==> src/rtl/spi_fsm.sv <==
// spi_fsm - transaction controller for the SPI memory peripheral.
//
// Counts conditioned serial-clock edges, consumes the shift register's R/W
// bit and sequences one command byte (7-bit address + R/W) followed by one
// data byte read from or written to memory.
//
// Ports:
//   clk        system clock, all state updates on posedge
//   reset      asynchronous active-high reset
//   cs_n       conditioned chip select, active low
//   sclk_rise  one-clk strobe, serial clock rising edge
//   sclk_fall  one-clk strobe, serial clock falling edge
//   rw_bit     shift register bit 0 (1 = read, 0 = write)
//   sr_we      shift register parallel load
//   addr_we    address latch write enable
//   dm_we      data memory write enable
//   miso_bufe  MISO output buffer enable
//   state_o    low 3 bits of the state register (DONE reads as 0)
module spi_fsm #(
  parameter int width = 8,
  parameter int cnt_w = 4
) (
  input  logic       clk,
  input  logic       reset,
  input  logic       cs_n,
  input  logic       sclk_rise,
  input  logic       sclk_fall,
  input  logic       rw_bit,
  output logic       sr_we,
  output logic       addr_we,
  output logic       dm_we,
  output logic       miso_bufe,
  output logic [2:0] state_o
);

  typedef enum logic [3:0] {
    IDLE        = 4'd0,
    GET_ADDR    = 4'd1,
    ADDR_LATCH  = 4'd2,
    READ_WAIT   = 4'd3,
    READ_LOAD   = 4'd4,
    READ_SHIFT  = 4'd5,
    WRITE_GET   = 4'd6,
    WRITE_STORE = 4'd7,
    DONE        = 4'd8
  } state_t;

  localparam logic [cnt_w-1:0] LP_WIDTH = cnt_w'(width);

  state_t             r_state;
  state_t             w_state_nxt;
  logic [cnt_w-1:0]   r_cnt;
  logic [cnt_w-1:0]   w_cnt_nxt;
  logic [cnt_w-1:0]   w_cnt_inc;
  logic               w_last;

  // Saturating increment; w_last marks the edge that completes a field, so
  // the transition happens on the same posedge as the final count.
  always_comb begin
    w_cnt_inc = (r_cnt < LP_WIDTH) ? r_cnt + cnt_w'(1) : r_cnt;
    w_last    = (r_cnt == LP_WIDTH - cnt_w'(1));
  end

  always_ff @(posedge clk or posedge reset) begin
    if (reset) begin
      r_state <= IDLE;
      r_cnt   <= '0;
    end else begin
      r_state <= w_state_nxt;
      r_cnt   <= w_cnt_nxt;
    end
  end

  always_comb begin
    w_state_nxt = r_state;
    w_cnt_nxt   = r_cnt;
    // Deselect aborts any transaction, overriding every strobe.
    if (cs_n && r_state != IDLE) begin
      w_state_nxt = IDLE;
      w_cnt_nxt   = '0;
    end else begin
      case (r_state)
        IDLE: begin
          w_cnt_nxt = '0;
          if (!cs_n) w_state_nxt = GET_ADDR;
        end
        GET_ADDR: begin
          if (sclk_rise) begin
            w_cnt_nxt = w_cnt_inc;
            if (w_last) w_state_nxt = ADDR_LATCH;
          end
        end
        ADDR_LATCH: begin
          w_cnt_nxt   = '0;
          w_state_nxt = rw_bit ? READ_WAIT : WRITE_GET;
        end
        READ_WAIT: w_state_nxt = READ_LOAD;
        READ_LOAD: begin
          w_cnt_nxt   = '0;
          w_state_nxt = READ_SHIFT;
        end
        READ_SHIFT: begin
          if (sclk_fall) begin
            w_cnt_nxt = w_cnt_inc;
            if (w_last) w_state_nxt = DONE;
          end
        end
        WRITE_GET: begin
          if (sclk_rise) begin
            w_cnt_nxt = w_cnt_inc;
            if (w_last) w_state_nxt = WRITE_STORE;
          end
        end
        WRITE_STORE: w_state_nxt = DONE;
        DONE:        w_state_nxt = DONE;
        default: begin
          w_state_nxt = IDLE;
          w_cnt_nxt   = '0;
        end
      endcase
    end
  end

  // Moore outputs decoded from the state register only.
  always_comb begin
    sr_we     = 1'b0;
    addr_we   = 1'b0;
    dm_we     = 1'b0;
    miso_bufe = 1'b0;
    case (r_state)
      ADDR_LATCH:  addr_we   = 1'b1;
      READ_LOAD:   sr_we     = 1'b1;
      READ_SHIFT:  miso_bufe = 1'b1;
      WRITE_STORE: dm_we     = 1'b1;
      default: ;
    endcase
    state_o = r_state[2:0];
  end

endmodule

==> config.mk <==
export PLATFORM = sky130hd
export DESIGN_NAME = spi_fsm
export DESIGN_NICKNAME = d
export VERILOG_FILES = /design/src/rtl/spi_fsm.sv
export SDC_FILE = /design/constraint.sdc
export NUM_CORES = 1
export LEC_CHECK = 0
export CORE_AREA = 2 2 39 41
export CTS_CLUSTER_SIZE = 14
export DETAILED_ROUTE_END_ITERATION = 7
export DIE_AREA = 0 0 41 43
export PLACE_DENSITY = 0.86
export SETUP_SLACK_MARGIN = 0.1
export SYNTH_ARGS = -nofsm -noshare
export SYNTH_HDL_FRONTEND = slang
export SYNTH_SLANG_ARGS = --single-unit
==> constraint.sdc <==
create_clock -name clk -period 4.4 [get_ports clk]
set_clock_uncertainty 0.2 [all_clocks]
set_input_delay 0.44 -clock clk [delete_from_list [all_inputs] [get_ports clk]]
set_output_delay 0.44 -clock clk [all_outputs]
set_load 0.03 [all_outputs]
==> flow_metrics.tcl <==
set metrics [dict create \
    clk_latency_ns 0.25 \
    finalHoldViolCount 0 \
    slowest_delay_ns 0.70 \
    start_util_pct 47.8 \
    clock_path_buffers 2 \
    htreeDepth 1 \
    placed_cell_area_um2 739 \
    drt-total-wl_um 1310 \
    hp-class "primary input to asynchronous set/reset pin" \
    grt_max_degree 14 \
    reg2reg_depth 4 \
    overflow 0 \
    port_buffers 12 \
    drcViolationCount 0 \
    setup_viol 0 \
    grt_first_pass_wirelength_um 2230 \
    ys_ff_latch 8 \
    combPwrFrac_pct 51.5 \
    die_area_um2 1760 \
    critPathCaptureType "primary output" \
    crit_path_top_delay_cell "clkdlybuf4s50_1" \
    synth_cell_types 32 \
    p_leak_nw 0.301 \
    die_x_um 41 \
    area_growth_pct 15.1 \
    most-common-layout-cells "12 x clkdlybuf4s50_1, 8 x dfrtp_1, 6 x nand2b_1, 6 x nor2_1, 5 x o211ai_1" \
    track_usage_pct 18.6 \
    fin_util_pct 55.1 \
    synth_area_um2 662 \
    core_area_um2 1380 \
    min_period_over_period_pct 58.3 \
    slew_headroom_pct 62.8 \
    power.density_nw_per_um2 476 \
    drt_iter0_markers 14 \
    tightest_slew_ns 0.558 \
    final_antenna_net_count 0 \
    cts_sinks 8 \
    avgViaCountPerCell 6.02 \
    vias 566 \
    cts_made_buffers 3 \
    cp.required_ns 3.76 \
    arrival_ns 1.93 \
    p_seq_share_pct 33.6 \
    path_clk_slew_ns 0.05 \
    synth_warnings 0 \
    grt_antenna_before_repair 0 \
    drv_cap 0 \
    fin_nets 87 \
    fp-row-count 14 \
    cp-start-kind "flip-flop" \
    p_sw_share_pct 45.3 \
    status "finished, final reports clean" \
    critPathKind "flip-flop to primary output" \
    drive_gt1_share_pct 12.8 \
    stdcell_area_um2 762 \
    grt_pass1_vias 541 \
    firstDrtPassIters 4 \
    syn_nets 78 \
    die_y_um 43 \
    clockPowerShare_pct 15.0 \
    post_cts_buffers 0 \
    p_int_w 0.000198 \
    wl_per_cell_um 13.9 \
    gp_congestion 0.773 \
    syn_inst 71 \
    synth-seq-area-share_pct 30.2 \
    setup_tns_ns 0 \
    max_freq_ghz 0.390 \
    dp_hpwl_um 987 \
    avgSynthCellArea_um2 9.32 \
    boundaryPins 13 \
    final_common_cell "clkdlybuf4s50_1" \
    path_max_fanout 13 \
    crit_chain "nor2b_1 -> nand2_1 -> nor2_1 -> clkdlybuf4s50_1" \
    cts_hold_buf 0 \
    cts_resized 0 \
    ir_drop_uv 280 \
    cts_tree "yes" \
    diodes 0 \
    cts_root_buf "clkbuf_4" \
    switchingPower_w 0.000164 \
    rsz0062_at_grt "false" \
    layout_min_cycle_time_ns 2.57 \
    slew_violations 0 \
]
per-layer routing:
layer	GRT usage, %	vias up	share of wire [%]
met5	0	-	0
met4	11.3	0	1.5
met3	2.09	2	3.6
met2	28.1	17	50
met1	24.0	268	45
li1	-	279	-
path summary, 6_finish.rpt:
kind	startpoint	endpoint	slack, ns
max	r_state[0]$_DFFE_PP0P_	dm_we	1.83
min	reset	r_cnt[2]$_DFFE_PP0P_	0.27
max reg2reg	r_state[0]$_DFFE_PP0P_	r_state[2]$_DFFE_PP0P_	2.35
min reg2reg	r_cnt[0]$_DFFE_PP0P_	r_cnt[0]$_DFFE_PP0P_	0.32
max in group asynchronous	reset	r_state[2]$_DFFE_PP0P_	3.49
min in group clk	r_cnt[0]$_DFFE_PP0P_	r_cnt[0]$_DFFE_PP0P_	0.32
cells by family (layout without fill, tap and decap cells):
family | count (synthesis) | after routing | synth area share, %
adders and majority gates | 1 | 1 | 1.89
and+or+nand+nor | 27 | 27 | 24.2
AOI/OAI and AO/OA | 22 | 22 | 29.7
muxes | 1 | 1 | 2.27
buffers and inverters | 12 | 19 | 11.7
DFF | 8 | 8 | 30.2
area by class of cell:
class | instances | area, um2
Fill cell | 122 | 622
Inverter | 4 | 15.0
Clock buffer | 3 | 22.5
Tap cell | 16 | 20.0
Timing Repair Buffer | 12 | 120
Multi-Input combinational cell | 51 | 384
Sequential cell | 8 | 200
stage by stage:
stage | setup slack [ns] | total power [W] | cells | hold WS, ns
floorplan | 2.44 | 0.000280 | 71 | 0.0557
CTS | 1.81 | 0.000365 | 94 | 0.263
global placement | 2.14 | 0.000303 | 91 | 0.312
finish | 1.83 | 0.000362 | 94 | 0.269
global route | 1.72 | 0.000388 | 94 | 0.313
detailed placement | 2.09 | 0.000308 | 91 | 0.317
flip-flops by register name, indices dropped and copies added, names as in the netlist:
signal and flops:
r_cnt 4, r_state 4
power groups by stage:
stage / clock network, W / registers [W] / logic, W
after floorplan: 0 / 0.0000986 / 0.000182
after global placement: 0 / 0.000122 / 0.000181
after detailed placement: 0 / 0.000122 / 0.000186
after global routing: 0.0000589 / 0.000126 / 0.000203
after CTS: 0.0000576 / 0.000121 / 0.000186
final: 0.0000543 / 0.000122 / 0.000186
critical path, delay by kind of cell, from the launching register on:
family	cells	cell delay, ns
flip-flops	1	0.54
buffers and inverters	1	0.70
AND/OR/NAND/NOR	3	0.44
cells in the mapped netlist (all sizes together):
cell | n | share of area, %
buf | 8 | 9.5
dfrtp | 8 | 30
nand2b | 6 | 5.7
nor2 | 6 | 3.4
o211ai | 5 | 5.7
inv | 4 | 2.3
o41ai | 4 | 7.6
nand2 | 3 | 1.7
nor2b | 3 | 2.8
o21ai | 3 | 2.3
a21o | 2 | 2.3
a21oi | 2 | 1.5
o311ai | 2 | 2.6
a2111oi | 1 | 2.3
a221oi | 1 | 2.3
and3 | 1 | 0.95
ha | 1 | 1.9
mux2 | 1 | 2.3
nand3 | 1 | 0.76
nand3b | 1 | 1.1
nand4bb | 1 | 1.7
nor3 | 1 | 0.76
o221ai | 1 | 1.3
o22ai | 1 | 1.9
or3 | 1 | 0.95
or3b | 1 | 1.7
or4 | 1 | 1.1
or4b | 1 | 1.5
Note: power is estimated with default switching activity, not from simulation.
